$ cat config.mk
export PLATFORM = sky130hd
export DESIGN_NAME = seq_stim_gen
export DESIGN_NICKNAME = d
export VERILOG_FILES = /design/src/rtl/seq_stim_gen_pkg.sv /design/src/rtl/seq_stim_gen_hold_timer.sv /design/src/rtl/seq_stim_gen.sv
export SDC_FILE = /design/constraint.sdc
export NUM_CORES = 1
export LEC_CHECK = 0
export CORE_ASPECT_RATIO = 0.7
export CORE_MARGIN = 1
export CORE_UTILIZATION = 45
export CTS_CLUSTER_DIAMETER = 100
export DETAILED_ROUTE_END_ITERATION = 12
export PLACE_DENSITY = 0.66
export SLEW_MARGIN = 20
export SYNTH_ARGS = -nofsm -noshare
export SYNTH_HDL_FRONTEND = slang
export SYNTH_SLANG_ARGS = --single-unit
$ cat constraint.sdc
create_clock -name clk -period 2.7 [get_ports clk]
set_input_delay 0.54 -clock clk [delete_from_list [all_inputs] [get_ports clk]]
set_output_delay 0.54 -clock clk [all_outputs]
set_load 0.02 [all_outputs]
$ cat src/rtl/seq_stim_gen_pkg.sv
// -----------------------------------------------------------------------------
// seq_stim_gen_pkg
// Shared definitions for the sequenced stimulus generator:
//   - state_t : controller states (2-bit encoding, IDLE/RUN/DONE)
//   - HOLD_CW : width of the hold-interval counter
// -----------------------------------------------------------------------------
package seq_stim_gen_pkg;

  localparam int HOLD_CW = 16;

  typedef enum logic [1:0] {
    ST_IDLE = 2'd0,
    ST_RUN  = 2'd1,
    ST_DONE = 2'd2
  } state_t;

endpackage : seq_stim_gen_pkg

$ cat src/rtl/seq_stim_gen_hold_timer.sv
// -----------------------------------------------------------------------------
// hold_timer
// Counts the clock cycles a sequence value has been held.
//   clk    in  system clock
//   rst    in  asynchronous active-high reset (count -> 0)
//   clear  in  synchronous clear (count -> 0), wins over enable
//   enable in  advance the count this edge
//   expire out combinational: enable high and count == HOLD-1
// The count wraps to 0 on the expiry edge so the next interval starts
// without needing a separate clear.
// -----------------------------------------------------------------------------
module hold_timer
  import seq_stim_gen_pkg::*;
#(
  parameter int unsigned HOLD = 50
) (
  input  logic clk,
  input  logic rst,
  input  logic clear,
  input  logic enable,
  output logic expire
);

  localparam logic [HOLD_CW-1:0] LAST = HOLD_CW'(HOLD - 1);

  logic [HOLD_CW-1:0] r_count;
  logic               w_at_last;

  assign w_at_last = (r_count == LAST);
  assign expire    = enable && w_at_last;

  always_ff @(posedge clk or posedge rst) begin
    if (rst) begin
      r_count <= '0;
    end else if (clear) begin
      r_count <= '0;
    end else if (enable) begin
      if (w_at_last) begin
        r_count <= '0;
      end else begin
        r_count <= r_count + 1'b1;
      end
    end
  end

endmodule : hold_timer

$ cat src/rtl/seq_stim_gen.sv
// -----------------------------------------------------------------------------
// seq_stim_gen
// Clocked stimulus source for a combinational downstream block. Drives an
// ascending sequence START_VAL..END_VAL on seq_out, holding each value for
// HOLD cycles, and samples the block's response (dut_in) at the end of each
// hold interval.
//   clk        in   system clock, rising edge
//   rst        in   asynchronous active-high reset
//   start      in   level; begins a sequence from IDLE or DONE
//   pause      in   level; freezes the hold timer while running
//   dut_in     in   response of the downstream block
//   seq_out    out  value driven to the downstream block
//   seq_valid  out  seq_out carries a sequence value
//   samp_out   out  last sampled response
//   samp_valid out  one-cycle strobe when samp_out updates
//   busy       out  sequence running
//   done       out  sequence complete; last value still driven
//   dbg_state  out  current controller state
//
// Valid semantics: seq_valid and samp_valid are qualifiers without a ready
// side. The consumer cannot stall the generator; samp_valid is a single-cycle
// strobe and samp_out is stable until the next strobe.
// -----------------------------------------------------------------------------
module seq_stim_gen
  import seq_stim_gen_pkg::*;
#(
  parameter int unsigned WIDTH     = 8,
  parameter int unsigned HOLD      = 50,
  parameter int unsigned START_VAL = 1,
  parameter int unsigned END_VAL   = 8
) (
  input  logic             clk,
  input  logic             rst,
  input  logic             start,
  input  logic             pause,
  input  logic [WIDTH-1:0] dut_in,
  output logic [WIDTH-1:0] seq_out,
  output logic             seq_valid,
  output logic [WIDTH-1:0] samp_out,
  output logic             samp_valid,
  output logic             busy,
  output logic             done,
  output logic [1:0]       dbg_state
);

  // Parameter sanity: a descending range would wrap the value register.
  if (END_VAL < START_VAL) begin : g_bad_range
    $error("seq_stim_gen: END_VAL must be >= START_VAL");
  end
  if ((HOLD < 1) || (HOLD > 65535)) begin : g_bad_hold
    $error("seq_stim_gen: HOLD must be in 1..65535");
  end

  localparam logic [WIDTH-1:0] START_W = WIDTH'(START_VAL);
  localparam logic [WIDTH-1:0] END_W   = WIDTH'(END_VAL);

  state_t           r_state;
  state_t           w_state_nxt;
  logic [WIDTH-1:0] r_seq_out;
  logic [WIDTH-1:0] w_seq_nxt;
  logic             r_seq_valid;
  logic             w_seq_valid_nxt;
  logic [WIDTH-1:0] r_samp_out;
  logic [WIDTH-1:0] w_samp_nxt;
  logic             r_samp_valid;
  logic             w_samp_valid_nxt;
  logic             w_clear;
  logic             w_enable;
  logic             w_expire;

  // Timer only advances in RUN with pause low, so pause also masks expiry.
  assign w_enable = (r_state == ST_RUN) && !pause;

  hold_timer #(
    .HOLD (HOLD)
  ) u_hold_timer (
    .clk    (clk),
    .rst    (rst),
    .clear  (w_clear),
    .enable (w_enable),
    .expire (w_expire)
  );

  always_ff @(posedge clk or posedge rst) begin
    if (rst) begin
      r_state      <= ST_IDLE;
      r_seq_out    <= '0;
      r_seq_valid  <= 1'b0;
      r_samp_out   <= '0;
      r_samp_valid <= 1'b0;
    end else begin
      r_state      <= w_state_nxt;
      r_seq_out    <= w_seq_nxt;
      r_seq_valid  <= w_seq_valid_nxt;
      r_samp_out   <= w_samp_nxt;
      r_samp_valid <= w_samp_valid_nxt;
    end
  end

  always_comb begin
    w_state_nxt      = r_state;
    w_seq_nxt        = r_seq_out;
    w_seq_valid_nxt  = r_seq_valid;
    w_samp_nxt       = r_samp_out;
    w_samp_valid_nxt = 1'b0;
    w_clear          = 1'b0;

    case (r_state)
      ST_IDLE, ST_DONE: begin
        if (start) begin
          w_state_nxt     = ST_RUN;
          w_seq_nxt       = START_W;
          w_seq_valid_nxt = 1'b1;
          w_clear         = 1'b1;
        end
      end

      ST_RUN: begin
        // start is deliberately ignored here; only expiry moves the sequence.
        if (w_expire) begin
          w_samp_nxt       = dut_in;
          w_samp_valid_nxt = 1'b1;
          if (r_seq_out == END_W) begin
            w_state_nxt = ST_DONE;
          end else begin
            w_seq_nxt = r_seq_out + WIDTH'(1);
          end
        end
      end

      default: begin
        w_state_nxt     = ST_IDLE;
        w_seq_nxt       = '0;
        w_seq_valid_nxt = 1'b0;
      end
    endcase
  end

  assign seq_out    = r_seq_out;
  assign seq_valid  = r_seq_valid;
  assign samp_out   = r_samp_out;
  assign samp_valid = r_samp_valid;
  assign busy       = (r_state == ST_RUN);
  assign done       = (r_state == ST_DONE);
  assign dbg_state  = r_state;

endmodule : seq_stim_gen

==> results.txt <==
----------------------------------------------------
[Yosys]
  Post-synth EDFFs ... 0
  Synth warn ... 0
  Post-synthesis register bit count ... 36
  Share of synthesized registers carrying an async set or reset ... between 90% and 100%
  Portion of synthesized cell area occupied by the leading cell type ... 47.4%
  Cell type contributing the most total cell area after synthesis ... sky130_fd_sc_hd__dfrtp_1
  Most instantiated flip-flop cell in the synthesis netlist ... sky130_fd_sc_hd__dfrtp_1
  Netlist Area Pre-Place ... 1900 um2
  Most common cell in the netlist ... sky130_fd_sc_hd__dfrtp_1
  Distinct cell type count of the synthesized netlist ... between 50 and 60
  Sequential cell area fraction in the yosys report ... 47.4%
  Syn avg cell area ... 10.4 um2
  Number of instances in the synthesized netlist ... about 180
  Largest cells by area after synthesis ... sky130_fd_sc_hd__dfrtp_1, sky130_fd_sc_hd__mux2_2, sky130_fd_sc_hd__nor2_1
  Synth top cells by count ... sky130_fd_sc_hd__dfrtp_1, sky130_fd_sc_hd__nor2_1, sky130_fd_sc_hd__nand2_1, sky130_fd_sc_hd__mux2_2, sky130_fd_sc_hd__nand3_1
  Post-synthesis net count ... between 150 and 200

[Clocking]
  Clk sink count ... 36
  CTS hold repair buffers ... 0
  Longest Clk Path Bufs ... 2
  Count of buffers added by post-CTS timing repair for setup ... 0
  Clock tree from TritonCTS ... built
  Number of levels the H-tree was split into ... 2
  Inserted Clock Buffers ... 5
  Number of gates resized after cts ... 0
  Clock transition at the register clock pins on the worst setup and hold paths after CTS ... 0.07 ns
  Later-pin clock latency in the skew report ... roughly 0.29 ns
  Clk root buf ... sky130_fd_sc_hd__clkbuf_8

[Place]
  Placed Instance Area ... around 2300 um2
  Buffers added on ports ... 33
  Post-detail-place hpwl ... 3.03 mm
  Setup slack at placement ... around 0.22 ns
  Placed Instances ... between 200 and 300
  Final weighted congestion of routability-driven global placement ... ~0.85

[Power and ir drop]
  Switching fraction of total power ... between 20 and 30%
  Clock group share of total power ... between 30% and 40%
  Total net switching power ... approximately 0.00035 W
  Peak VDD IR ... ~0.00034 V
  Reported leakage power ... just over 1 nW
  Internal cell power ... 0.000884 W
  Total power divided by cell area ... ~510 nW/um2
  Logic gate share of total power ... ~17%
  Part of the total power dissipated in sequential elements ... ~50%
  Final Power ... 0.00123 W

[GRT]
  Largest net degree at the start of global routing ... 37
  Overflow left after global routing ... 0
  First-pass GRT wire length ... 6.90 mm
  Number of antenna violations at the first check in global routing ... 0
  Global router's overall resource usage ... roughly a fifth
  Vias in the first global route ... about 1400

[Outcome]
  Result of the run ... completed

[STA]
  Relative slew margins ... 59.4%
  Number of pins with negative max-slew slack in the final report ... 0
  Sum Neg Setup Slack ... 0 ns
  Final setup margin ... between 0.4 and 0.5 ns
  Setup clock skew after layout ... between 0.007 and 0.008 ns
  Slew @ Worst Pin ... between 0.6 and 0.7 ns
  Time the final worst path needs with I/O delays and setup ... between 2 and 2.5 ns
  Period utilization ... approximately 82%
  Setup repair after global routing missed its margin ... false
  Final Hold Violating Endpoints ... 0
  Achievable clock frequency ... roughly 0.45 GHz
  Count of final setup violators ... 0

[Final layout]
  Post-route design area ... roughly 2400 um2
  Antenna cell count ... 0
  Proportion of layout cells with a drive suffix above 1 ... 15.2%
  Fin nets ... about 240
  Post-route insts no fill ... ~280
  Area overhead of the layout relative to synthesis ... 26.3%

[Detailed routing]
  Wire length after detailed routing ... 4.14 mm
  Number of DRC violations after detailed-routing iteration 0 ... 80
  Wire per inst ... 15.0 um
  Vias ... ~1500
  DRC violations left ... 0
  Via-to-Cell Ratio ... about 5.5
  Remaining antenna violation count after routing ... 0
  TritonRoute pass-1 iters ... 6

[Worst setup path]
  Crit Path Category ... input port to flop
  FF-to-FF setup slack ... 0.62 ns
  Maximum fanout along the worst path ... 11
  Startpoint of the lowest-slack register-to-register path ... u_hold_timer.r_count[1]$_DFFE_PP0P_
  Type of origin of the critical path ... input port
  Critical path endpoint category ... flop
  Data required time at the worst endpoint ... approximately 2.9 ns
  Critical Path AT ... approximately 2.4 ns
  R2r endpoint ... seq_out[7]$_DFFE_PP0P_
  Number of cell instances on the worst register-to-register path ... 7

[Floorplanning]
  Width of the chip ... roughly 80 um
  Count of standard-cell rows ... 19
  Overall die height ... approximately 56 um
  Area of the placeable core ... between 3000 and 4000 um2
  Die ar. ... 4490 um2
  Initial core utilization ... a little under half
  Top-level I/O count ... 34

[Min path]
  Endpoint with the worst hold slack ... samp_out[7]$_DFFE_PP0P_
  Classification of the worst-slack hold path ... flop to flop
  Worst Hold Depth ... 1
  Critical hold path startpoint ... samp_out[7]$_DFFE_PP0P_

[Flow run]
  Number of max-capacitance violations reported ... 0

----------------------------------------------------
[cell usage in the layout (no fill, tap or decap), types with 6 or more instances in the layout]
cell                              netlist  routed
sky130_fd_sc_hd__inv_1                  6       6
sky130_fd_sc_hd__xor2_1                 7       7
sky130_fd_sc_hd__clkdlybuf4s50_1        0      33
sky130_fd_sc_hd__nand3_1                8       8
sky130_fd_sc_hd__dfrtp_1               36      36
sky130_fd_sc_hd__a21oi_1                6       6
sky130_fd_sc_hd__nand2_1               16      16
sky130_fd_sc_hd__mux2_2                 8       8
sky130_fd_sc_hd__nor2_1                20      20
sky130_fd_sc_hd__clkbuf_8               0       6
[through the flow]
step / hold slack [ns] / utilization [%]
floorplan: 0.526 / -
global placement: 0.488 / 57.9
detailed placement: 0.496 / 57.9
CTS: 0.511 / 60.1
global route: 0.535 / 60.1
finish: 0.509 / 60.1
[routing by layer]
metal	GRT usage, %	vias to the layer above	wire length [um]
met5	0	-	0
met4	7.27	0	42
met3	5.53	5	259
met2	28.7	55	1730
met1	30.3	730	2110
li1	-	734	-
[layout make-up]
cell class | instances | area [um2]
Inverter | 6 | 22.5
Tap cell | 52 | 65.1
Sequential cell | 36 | 901
Clock buffer | 8 | 90.1
Multi-Input combinational cell | 136 | 955
Fill cell | 333 | 1590
Timing Repair Buffer | 38 | 368
[how the worst max path moves through the flow]
stage	from	end	depth (start not counted)
after floorplan	seq_out[0]$_DFFE_PP0P_	seq_out[3]$_DFFE_PP0P_	7
after global placement	pause	u_hold_timer.r_count[7]$_DFFE_PP0P_	6
after detailed placement	pause	u_hold_timer.r_count[13]$_DFFE_PP0P_	6
after CTS	dbg_state[0]$_DFFE_PP0P_	busy	2
after global routing	dbg_state[0]$_DFFE_PP0P_	busy	2
final	pause	u_hold_timer.r_count[9]$_DFFE_PP0P_	6
[worst max-delay path: stages]
cell                              delay, ns
sky130_fd_sc_hd__clkdlybuf4s50_1       0.42
sky130_fd_sc_hd__or3b_1                0.55
sky130_fd_sc_hd__a21oi_1               0.46
sky130_fd_sc_hd__nand3_1               0.16
sky130_fd_sc_hd__xor2_1                0.18
sky130_fd_sc_hd__nor2_1                0.06
[flip-flops by register name, indices dropped and copies added (netlist names)]
register and count:
dbg_state 2, samp_out 8, samp_valid 1, seq_out 8, seq_valid 1, u_hold_timer.r_count 16
[kinds of logic (layout without fill, tap and decap cells)]
logic type      count (synthesis)  count (layout)  synth area share (%)
flops                          36              36                  47.4
compound gates                 28              28                  10.1
simple gates                   84              84                  27.3
buf+inv                        10              52                  2.37
xor+xnor                       12              12                  5.53
fa+ha+maj                       4               4                  2.63
mux                             8               8                  4.74
[power groups by stage]
stage	clock, W	sequential (W)	combinational (W)
2_1_floorplan	0	0.000636	0.000127
3_3_place_gp	0	0.000636	0.000203
3_5_place_dp	0	0.000639	0.000210
4_1_cts	0.000398	0.000630	0.000212
5_1_grt	0.000426	0.000638	0.000234
6_report	0.000389	0.000632	0.000211
Note: power is estimated with default switching activity, not from simulation.
